File: src/rtl/timer_compare.sv
// Compare-match timer on a simple local bus: fires when the free-running count reaches CMP,
// optionally reloading CMP by PERIOD for periodic operation.
module timer_compare #(
   parameter int unsigned XLEN   = 32,
   parameter int unsigned AWIDTH = 32
) (
   input  logic              clk,
   input  logic              rst,
   input  logic              sel,
   input  logic              we,
   input  logic [AWIDTH-1:0] addr,
   input  logic [XLEN-1:0]   wdata,
   output logic [XLEN-1:0]   rdata,
   input  logic [31:0]       count,
   output logic              irq
);

   localparam logic [1:0] AddrCtrl   = 2'd0;
   localparam logic [1:0] AddrCmp    = 2'd1;
   localparam logic [1:0] AddrPeriod = 2'd2;
   localparam logic [1:0] AddrStatus = 2'd3;

   localparam int unsigned CtrlEn       = 0;
   localparam int unsigned CtrlPeriodic = 1;
   localparam int unsigned CtrlIe       = 2;

   logic [2:0]  ctrl_q, ctrl_d;
   logic [31:0] cmp_q, cmp_d;
   logic [31:0] period_q, period_d;
   logic        pend_q, pend_d;
   logic        ovr_q, ovr_d;

   logic [1:0]  reg_idx;
   logic [31:0] wdata32;
   logic        bus_wr;
   logic        wr_ctrl, wr_cmp, wr_period, wr_status;
   logic [31:0] cmp_diff;
   logic        reached;
   logic        fire;
   logic        reload;
   logic [31:0] rdata32;

   assign reg_idx = addr[3:2];
   assign wdata32 = wdata[31:0];
   assign bus_wr  = sel & we;

   assign wr_ctrl   = bus_wr && (reg_idx == AddrCtrl);
   assign wr_cmp    = bus_wr && (reg_idx == AddrCmp);
   assign wr_period = bus_wr && (reg_idx == AddrPeriod);
   assign wr_status = bus_wr && (reg_idx == AddrStatus);

   // Sign of the modular difference keeps the compare correct across count wrap.
   assign cmp_diff = count - cmp_q;
   assign reached  = ~cmp_diff[31];

   assign fire   = ctrl_q[CtrlEn] & reached & ~wr_cmp & ~wr_ctrl;
   assign reload = ctrl_q[CtrlPeriodic] && (period_q != 32'd0);

   always_comb begin
      ctrl_d   = ctrl_q;
      cmp_d    = cmp_q;
      period_d = period_q;
      pend_d   = pend_q;
      ovr_d    = ovr_q;

      if (wr_ctrl) begin
         ctrl_d = wdata32[2:0];
      end
      if (wr_cmp) begin
         cmp_d = wdata32;
      end
      if (wr_period) begin
         period_d = wdata32;
      end
      if (wr_status) begin
         if (wdata32[0]) pend_d = 1'b0;
         if (wdata32[1]) ovr_d  = 1'b0;
      end

      // Hardware sets are applied last so they win over a same-cycle W1C.
      if (fire) begin
         pend_d = 1'b1;
         if (pend_q) begin
            ovr_d = 1'b1;
         end
         if (reload) begin
            cmp_d = cmp_q + period_q;
         end else begin
            ctrl_d[CtrlEn] = 1'b0;
         end
      end
   end

   always_ff @(posedge clk) begin
      if (rst) begin
         ctrl_q   <= 3'b000;
         cmp_q    <= 32'hFFFF_FFFF;
         period_q <= 32'd0;
         pend_q   <= 1'b0;
         ovr_q    <= 1'b0;
      end else begin
         ctrl_q   <= ctrl_d;
         cmp_q    <= cmp_d;
         period_q <= period_d;
         pend_q   <= pend_d;
         ovr_q    <= ovr_d;
      end
   end

   always_comb begin
      rdata32 = 32'd0;
      if (sel && !we) begin
         unique case (reg_idx)
            AddrCtrl:   rdata32 = {29'd0, ctrl_q};
            AddrCmp:    rdata32 = cmp_q;
            AddrPeriod: rdata32 = period_q;
            AddrStatus: rdata32 = {30'd0, ovr_q, pend_q};
            default:    rdata32 = 32'd0;
         endcase
      end
   end

   assign rdata = XLEN'(rdata32);

   // Both operands are flops, so irq has no path from the bus inputs.
   assign irq = pend_q & ctrl_q[CtrlIe];

   logic unused_addr;
   assign unused_addr = ^{addr[AWIDTH-1:4], addr[1:0]};

   if (XLEN > 32) begin : g_wide_data
      logic unused_wdata;
      assign unused_wdata = ^wdata[XLEN-1:32];
   end

endmodule

File: config.mk
export PLATFORM = sky130hd
export DESIGN_NAME = timer_compare
export DESIGN_NICKNAME = d
export VERILOG_FILES = /design/src/rtl/timer_compare.sv
export SDC_FILE = /design/constraint.sdc
export NUM_CORES = 1
export LEC_CHECK = 0
export ABC_CLOCK_PERIOD_IN_PS = 5200
export CAP_MARGIN = 10
export CORE_MARGIN = 2
export CORE_UTILIZATION = 45
export DETAILED_ROUTE_END_ITERATION = 12
export HOLD_SLACK_MARGIN = 0.08
export PLACE_DENSITY = 0.82
export REMOVE_ABC_BUFFERS = 1
export SKIP_CTS_REPAIR_TIMING = 1
export SLEW_MARGIN = 20
export SYNTH_ARGS = -nofsm -noshare
export SYNTH_HDL_FRONTEND = slang
export SYNTH_SLANG_ARGS = --single-unit
File: constraint.sdc
create_clock -name clk -period 5.2 [get_ports clk]
set_input_delay 1.3 -clock clk [delete_from_list [all_inputs] [get_ports clk]]
set_output_delay 1.3 -clock clk [all_outputs]
set_load 0.05 [all_outputs]
==> metrics.txt <==
FP Rows 41; residual DRC count 0; routability cong. 0.902; FF+latch area 1380 µm²; Setup violations, final 0; port buffer count 102; RSZ-0062 raised after global routing false; Async SR Flop Fraction 0%; initial antenna violation count 0; post-synthesis sequential area ratio 24.0%; hpwl dp 12.0 mm; Place WS 0.721 ns; DRT Pass-1 Iters 5; Critical Path RT 3.90 ns; setup TNS 0 ns; Post-synth EDFFs 0; Worst Min Path Start ovr_q; final worst-path cycle share 87.1%; Ports 133; Clock Tree Root clkbuf_16; synthesized cell area 5750 µm²; R2R setup slack 1.98 ns; CTS clk-pin slew, worst paths 0.06 ns; antenna-violating nets left 0; synthesized area per cell 7.79 µm²; GRT Total Usage 24.5%; WL/cell 16.5 µm; Via Count 5651; Lkg Pwr 0.00347 µW; setup ws final 0.672 ns; share of layout cells above drive strength 1 9.36%; Congestion Overflow GR 0; outcome completed; vias per inst 5.68; area delta synth->final 30.2%; max_cap viols 0; Final Critical Period 4.53 ns; Synth Instances 738; hold-critical path endpoint ovr_q; fin. max-slew vios 0; Max Clk Rate 0.221 GHz; maximum vdd drop 0.156 mV; CTS tree built; ys flop type dfxtp_1; HP Class reg -> reg; Setup CP Type in -> out; Setup crit end kind primary output; Critical Path, Cell by Cell clkdlybuf4s50_1, nor2b_2, buf_4, a22oi_1, nor2_1, buf_12; number of synthesized register bits 69; Core Area 12500 µm²; worst flop-to-flop path startpoint cmp_q[29]; die area 13700 µm²; Total Routed Length 16.4 mm; Slew headroom 44.9%; Setup Skew 0.00576 ns; Yosys cell types 65; crit path launch type input port; DR iter-0 viols 313; R2R Path End cmp_q[31]; Syn. warnings 0; Max stage delay cell, worst path clkdlybuf4s50_1; Skew-Pair Late Insertion Delay 0.35 ns; fin util 59.8%; Inserted Diodes 0; Hold Vio Cnt, Final 0; crit path DAT 3.23 ns; total clock sinks 69; Max stage delay on crit path 0.70 ns; Max Root-Sink Buffers 2; multi-input logic area 4040 µm²; Worst-Margin Slew 0.825 ns; pin count of the biggest net entering global routing 56; CP Max Fanout 34; Final #Nets 980; TritonCTS buffer count 9; vias in the first global route 5459; first-pass GRT wire length 26.1 mm; filler cell count 1157; Chip Width 117 µm; die height 117 µm; hold path depth 2; power density cells 227 nW/µm²; Initial Util 45.9%; H-Tree Depth 3; worst r2r path cells 10
## cell type report
class / instances / area share, %
flip-flops and latches: 69 / 18.5
clock inverters: 4 / 1.27
clock buffers: 12 / 3.29
inverters: 38 / 1.91
well taps: 172 / 2.88
multi-input cells: 591 / 54.0
repair buffers: 109 / 18.2
## flip-flops by register name, indices dropped and copies added (netlist names)
name,cells
pend_q,1
cmp_q,32
ctrl_q,3
ovr_q,1
period_q,32
## kinds of logic after synthesis
family                   Yosys count  synth area share (%)
multiplexers                      42                  7.95
adder cells (fa/ha/maj)           62                  13.6
AND/OR/NAND/NOR                  246                  19.6
XOR/XNOR                          28                  4.27
flip-flops                        69                  24.0
buffers and inverters             78                  5.77
AO/OA/AOI/OAI                    213                  24.8
## worst max-delay path, delay by kind of cell
family | cells | cell delay (ns)
AND/OR/NAND/NOR | 2 | 0.46
buffers and inverters | 3 | 1.27
AO/OA/AOI/OAI | 1 | 0.20
## metal layers
metal / global-route usage, % / up-vias / wire (µm)
li1: - / 2818 / -
met1: 29.9 / 2628 / 7050
met2: 42.0 / 166 / 7880
met3: 4.07 / 39 / 944
met4: 11.8 / 0 / 529
met5: 0 / - / 0
## worst max-delay path by stage
stage	from	to	slack, ns	cells past startpoint
finish	addr[2]	rdata[12]	0.67	6
global route	addr[3]	rdata[26]	0.56	6
CTS	addr[2]	rdata[12]	0.70	6
detailed placement	count[29]	cmp_q[31]	0.72	10
global placement	addr[3]	rdata[12]	0.76	6
floorplan	addr[3]	rdata[10]	0.58	3
## metrics by stage
step	cells	area (µm²)	hold WS [ns]	power, µW
2_1_floorplan	698	5560	0.449	820
3_3_place_gp	979	7140	0.464	974
3_5_place_dp	979	7140	0.476	981
4_1_cts	995	7480	0.489	1700
5_1_grt	995	7480	0.510	1760
6_report	995	7480	0.487	1700
## where the power goes
part	switching, µW	internal [µW]	total [µW]	leakage (µW)
clock network	240	481	721	0.000167
logic	223	198	421	0.00274
registers	14.2	541	555	0.000560
## synth_stat cells, types with 15 or more instances
master    instances  area share, %
nand2_1         111            7.3
a21oi_1          74            6.4
dfxtp_1          69             24
nor2_1           65            4.2
ha_1             61             13
inv_1            38            2.5
mux2i_1          34            5.9
a22oi_1          29            3.8
clkbuf_1         28            1.8
a21o_1           22            2.9
o21ai_0          21            1.8
xnor2_1          18            2.7
o211ai_1         15            2.0
## layout by cell type, fill, tap and decap left out, types with 6 or more instances in the layout
master	count
clkbuf_16	9
xor2_1	10
a211o_1	9
o21ai_0	21
o21a_1	7
a21oi_1	74
a21o_1	22
and2_1	7
a22oi_1	29
nor2b_1	6
nand2_1	111
ha_1	61
buf_4	9
nand3_1	6
nor2_1	65
nand4_1	10
and3_1	7
dfxtp_1	69
xnor2_1	18
inv_1	38
o211ai_1	15
clkdlybuf4s50_1	69
nor4_1	8
buf_12	30
nor3_1	6
mux2i_1	34
Note: power is estimated with default switching activity, not from simulation.
==> RTL edit 1: new RTL, same settings <==
Reset style: asynchronous (`rst`), changed in one clocked block.
--- a/src/rtl/timer_compare.sv
+++ b/src/rtl/timer_compare.sv
@@ -93,3 +93,3 @@
 
-   always_ff @(posedge clk) begin
+   always_ff @(posedge clk or posedge rst) begin
       if (rst) begin
Behaviour: differs if rst is asserted again (counterexample within 4 cycles, from zero or initial values and one cycle with rst high); with rst held inactive, the same outputs for 4 cycles.
==> RTL edit 1 against the original RTL <==
Critical path depth did not move. Area after synthesis rose by 2.2%. Sequential cell count did not move. Non-clock buffer count rose by 4. Via count fell by 6.0%. Design area rose by 2.5%. Worst setup slack improved by 0.25 ns. Wire length fell by 6.2%.
Power is not compared: it rests on default switching activity, and its combinational part moved more than twofold at a synthesized area within 25%.
==> RTL edit 1: results (changes against the original RTL) <==
* FF/Latch Area at 0.001767 mm^2 (was 0.001381 mm^2)
* Largest net degree at the start of global routing at 43 (was 56)
* Final HPWL DP at 11.47 mm (was 11.96 mm)
* Asr flop ratio synth at 100.0% (was 0%)
* Inst Count DP at 903 (was 979)
* Dpl ws at 0.6705 ns (was 0.7206 ns)
* Top_reg_cell synth: dfrtp_1 (was dfxtp_1)
* Synth area leaders: dfrtp_1 16%, dfstp_2 14%, ha_1 13%, mux2_2 8.2%, a21oi_1 4.9% (was dfxtp_1 24%, ha_1 13%, nand2_1 7.3%, a21oi_1 6.4%, mux2i_1 5.9%)
* Sequential cell area fraction in the yosys report at 30.08% (was 24.04%)
* R2r setup slk at 1.78 ns (was 1.98 ns)
* Signal buf overhead at 18.41% (was 18.23%)
* Drt first pass iters at 6 (was 5)
* Placed cell areas at 0.007375 mm^2 (was 0.007141 mm^2)
* #MultiIn Comb at 515 (was 591)
* Multi-input combinational area share at 50.26% (was 53.96%)
* Hold path start: ovr_q$_DFF_PP0_ (was ovr_q$_SDFF_PP0_)
* Status: finished, final reports clean (unchanged)
* GR Util met1 at 28.86% (was 29.90%)
* Core Util, Final at 60.51% (was 59.78%)
* Gate Count Post-Synth at 652 (was 738)
* # clk buffers at 11 (was 12)
* Layout Skew at 0.006343 ns (was 0.005759 ns)
* Peak supply drop at 0.1968 mV
* Skew-Pair Late Insertion Delay at approximately 0.34 ns
* Vias in the first global route at 5,420 (was 5,459)
* Signal buffers at 113 (was 109)
* Met3 WL at 666 um (was 944 um)
* Hold Path End: ovr_q$_DFF_PP0_ (was ovr_q$_SDFF_PP0_)
* FF-to-FF Start: cmp_q[20]$_DFF_PP1_ (was cmp_q[29]$_SDFF_PP1_)
* FF-to-FF End: cmp_q[21]$_DFF_PP1_ (was cmp_q[31]$_SDFF_PP1_)
* Final Hold Slack at 0.4961 ns (was 0.4874 ns)
* Most frequent cells after synthesis: 70 x nor2_1, 61 x ha_1, 58 x a21oi_1 (was 111 x nand2_1, 74 x a21oi_1, 69 x dfxtp_1)
* Drt via density at 5.781 (was 5.679)
* ClkCell Share at 3.819% (was 4.565%)
* Initial antenna violation count at 0 (unchanged)
* Layout cells sized above 1 at 19.81% (was 9.356%)
* GPL Wtd Cong at 0.8634 (was 0.9021)
* Met1 wire length at 6.635 mm (was 7.045 mm)
* Final wirelength at 15.38 mm (was 16.40 mm)
* Routing usage on met3 at 3.378% (was 4.068%)
* Metal2 WL at 7.683 mm (was 7.884 mm)
* FILL cells at 1,093 (was 1,157)
* GR Layer Usage met2 at 38.48% (was 42.00%)
* GRT Total Usage at 22.86% (was 24.49%)
* Critical Path End: rdata[19] (was rdata[12])
* Logic inverters at 34 (was 38)
* Layout Cells excl Fill at 919 (was 995)
* Synth cell types at 61 (was 65)
* Most instantiated library cell after synthesis: nor2_1 (was nand2_1)
* Cells on worst reg2reg path at 11 (was 10)
* Arr. time, crit path at 2.98 ns (was 3.23 ns)
* Die area at 0.01398 mm^2 (was 0.01369 mm^2)
* Worst-path fanout max at 16 (was 34)
* Tightest Pin Transition at 1.054 ns (was 0.8250 ns)
RTL edit 1: cell types whose count changed after synthesis, sizes merged, moves of 8 or more:
cell	before	now
dfxtp	69	0
mux2i	34	25
o21ai	23	34
a21oi	77	58
dfstp	0	32
dfrtp	0	37
nand2	112	35
a211o	9	1
mux2	6	43
o211ai	15	5
RTL edit 1: power by group through the flow:
stage	clock network, uW	registers [uW]	logic (uW)
final	606	1070	2380
after global routing	643	1100	2650
after CTS	618	1070	2350
after detailed placement	0	1070	2320
after global placement	0	1060	2260
after floorplan	0	988	1810
RTL edit 1: worst max-delay path: stages:
cell and delay [ns]:
clkdlybuf4s50_1 0.70, nor2b_2 0.23, buf_4 0.24, a22oi_1 0.10, nor2_1 0.22, buf_12 0.17
RTL edit 1: kinds of logic (layout without fill, tap and decap cells):
kind of cell	Yosys count	after routing	synth area share [%]
compound gates	191	191	21.41
simple gates	166	166	13.42
mux	70	70	13.27
flops	69	69	30.08
buf+inv	68	163	4.601
fa+ha+maj	62	62	13.34
xor+xnor	26	26	3.877
==> RTL edit 2: new RTL, config.mk and constraints unchanged <==
Without the edit above. Register the outputs `rdata` and `irq`; this adds one clock of latency there.
--- a/src/rtl/timer_compare.sv
+++ b/src/rtl/timer_compare.sv
@@ -122,6 +122,8 @@
 
-   assign rdata = XLEN'(rdata32);
 
    // Both operands are flops, so irq has no path from the bus inputs.
-   assign irq = pend_q & ctrl_q[CtrlIe];
+   always_ff @(posedge clk) begin
+      rdata <= XLEN'(rdata32);
+      irq   <= pend_q & ctrl_q[CtrlIe];
+   end
 
Behaviour: not the same (Yosys sat finds a counterexample within 4 cycles, from zero or initial values and one cycle with rst high).
==> RTL edit 2 against the original RTL <==
Die area grew 10%. Design area grew 4.4%. Power grew 12%. First-iteration DRC count grew 88%. Highest routed layer unchanged. Sequential cell count grew 33. Critical endpoint is now cmp_q[9]$_SDFF_PP1_. Area after synthesis grew 11%. Wire length grew 8.4%. Worst setup slack gained 0.24 ns.
==> RTL edit 2: results (changes against the original RTL) <==
* Drt first pass iters at 5 (unchanged)
* Asr flop ratio synth at 0% (unchanged)
* Hold path start: period_q[27]$_SDFFE_PP0P_ (was ovr_q$_SDFF_PP0_)
* First-pass GRT wire length at 28.97 mm (was 26.12 mm)
* Synth cell types at 60 (was 65)
* Fin nets at 1,065 (was 980)
* Root Buffer: clkbuf_16 (unchanged)
* Drt via density at 5.751 (was 5.679)
* Post-Route Setup TNS at 0 ns (unchanged)
* GRT Total Usage at 24.54% (was 24.49%)
* Arr. time, crit path at 4.53 ns (was 3.23 ns)
* Sequential cell area fraction in the yosys report at 32.14% (was 24.04%)
* Worst-path clk slew at approximately 0.070 ns
* Vias in the first global route at 6,052 (was 5,459)
* Cells on worst reg2reg path at 12 (was 10)
* Worst-path fanout max at 34 (unchanged)
* Dpl ws at 0.5861 ns (was 0.7206 ns)
* Hold Path End: period_q[27]$_SDFFE_PP0P_ (was ovr_q$_SDFF_PP0_)
* Max stage delay on crit path at 0.46 ns (was 0.70 ns)
* Initial antenna violation count at 0 (unchanged)
* Final wirelength at 17.77 mm (was 16.40 mm)
* Largest regs: cmp_q (32), period_q (32), rdata (32) (was cmp_q (32), period_q (32), ctrl_q (3))
* GPL Wtd Cong at 0.8941 (was 0.9021)
* Top Family by Delay on Critical Path: compound AO/OA/AOI/OAI gates (was buffers and inverters)
* R2r setup slk at 1.81 ns (was 1.98 ns)
* Final HPWL DP at 12.82 mm (was 11.96 mm)
* Clock Path Buffers at 2 (unchanged)
* Tightest Pin Transition at 0.7853 ns (was 0.8250 ns)
* Largest net degree at the start of global routing at 56 (unchanged)
* Status: finished, final reports clean (unchanged)
* Slowest-stage cell, CP: a211oi_1 (was clkdlybuf4s50_1)
* Layout Skew at 0.01134 ns (was 0.005759 ns)
* Most frequent cells after synthesis: 124 x nand2_1, 102 x dfxtp_1, 99 x nor2_1 (was 111 x nand2_1, 74 x a21oi_1, 69 x dfxtp_1)
* Peak supply drop at 0.1638 mV (was 0.1557 mV)
* Hold path cells at 2 (unchanged)
* Skew-Pair Late Insertion Delay at roughly 0.36 ns
* Iter 0 DRT Violations at 587 (was 313)
* Worst hold path class: flop to flop (unchanged)
* FF-to-FF Start: cmp_q[16]$_SDFF_PP1_ (was cmp_q[29]$_SDFF_PP1_)
* Buffers on Ports at 102 (unchanged)
* Pleak at 0.003437 uW (was 0.003470 uW)
* Antenna cells at 0 (unchanged)
* FF-to-FF End: cmp_q[9]$_SDFF_PP1_ (was cmp_q[31]$_SDFF_PP1_)
* Layout cells sized above 1 at 4.525% (was 9.356%)
* Placed cell areas at 0.007532 mm^2 (was 0.007141 mm^2)
* Cts bufs inserted at 9 (unchanged)
* Synth Warn # at 0 (unchanged)
* H-Tree Depth at 3 (unchanged)
* Synth area leaders: dfxtp_1 32%, ha_1 12%, nand2_1 7.3%, a21oi_1 6.9%, nor2_1 5.8% (was dfxtp_1 24%, ha_1 13%, nand2_1 7.3%, a21oi_1 6.4%, mux2i_1 5.9%)
RTL edit 2: report_power, final:
part | internal [uW] | total (uW) | switching (uW)
logic | 195 | 430 | 236
registers | 802 | 819 | 17.1
clock network | 346 | 651 | 305
total | 1340 | 1900 | 558
RTL edit 2: logic make-up (layout without fill, tap and decap cells):
group / after synthesis / count (layout) / synth area share, %
AOI/OAI and AO/OA: 233 / 233 / 23.85
xor gates and xnor gates: 28 / 28 / 3.860
adders and majority gates: 62 / 62 / 12.33
buffers and inverters: 86 / 172 / 5.396
DFF: 102 / 102 / 32.14
muxes: 10 / 10 / 2.009
and+or+nand+nor: 299 / 299 / 20.42
RTL edit 2: worst max-delay path by stage:
stage                                       to  slack [ns]  cells after the start  startpoint
final                      cmp_q[9]$_SDFF_PP1_        0.91                     12   count[16]
after global routing       cmp_q[9]$_SDFF_PP1_        0.79                     10   count[29]
after CTS                  cmp_q[9]$_SDFF_PP1_        0.96                     10   count[29]
after detailed placement   cmp_q[9]$_SDFF_PP1_        0.59                     10   count[29]
after global placement     cmp_q[2]$_SDFF_PP1_        0.60                     12   count[16]
after floorplan           cmp_q[24]$_SDFF_PP1_        0.44                      7     addr[2]
RTL edit 2: stage by stage:
step	instances	hold WS (ns)
global placement	1072	0.4801
finish	1086	0.5040
global route	1086	0.5310
floorplan	776	0.4553
CTS	1086	0.5017
detailed placement	1072	0.4907
RTL edit 2: per-layer routing:
| layer | up-vias | GRT usage [%] | share of wire, % |
|---|---|---|---|
| li1 | 3061 | - | - |
| met1 | 2902 | 32.34 | 44 |
| met2 | 243 | 39.50 | 46 |
| met3 | 40 | 3.903 | 7.3 |
| met4 | 0 | 10.92 | 2.6 |
| met5 | - | 0 | 0 |
RTL edit 2: area by class of cell:
cell class | count | area, um^2
clock inverters | 3 | 21.27
well taps | 180 | 225.2
multi-input cells | 632 | 3976
clock buffers | 11 | 252.7
inverters | 42 | 157.7
flip-flops and latches | 102 | 2042
repair buffers | 116 | 1134
fillers | 1280 | 6018
RTL edit 2: tightest hold or removal path, cell delays in order (launching register included):
cell	delay (ns)
dfxtp_1	0.34
nand2_1	0.06
a21oi_1	0.05
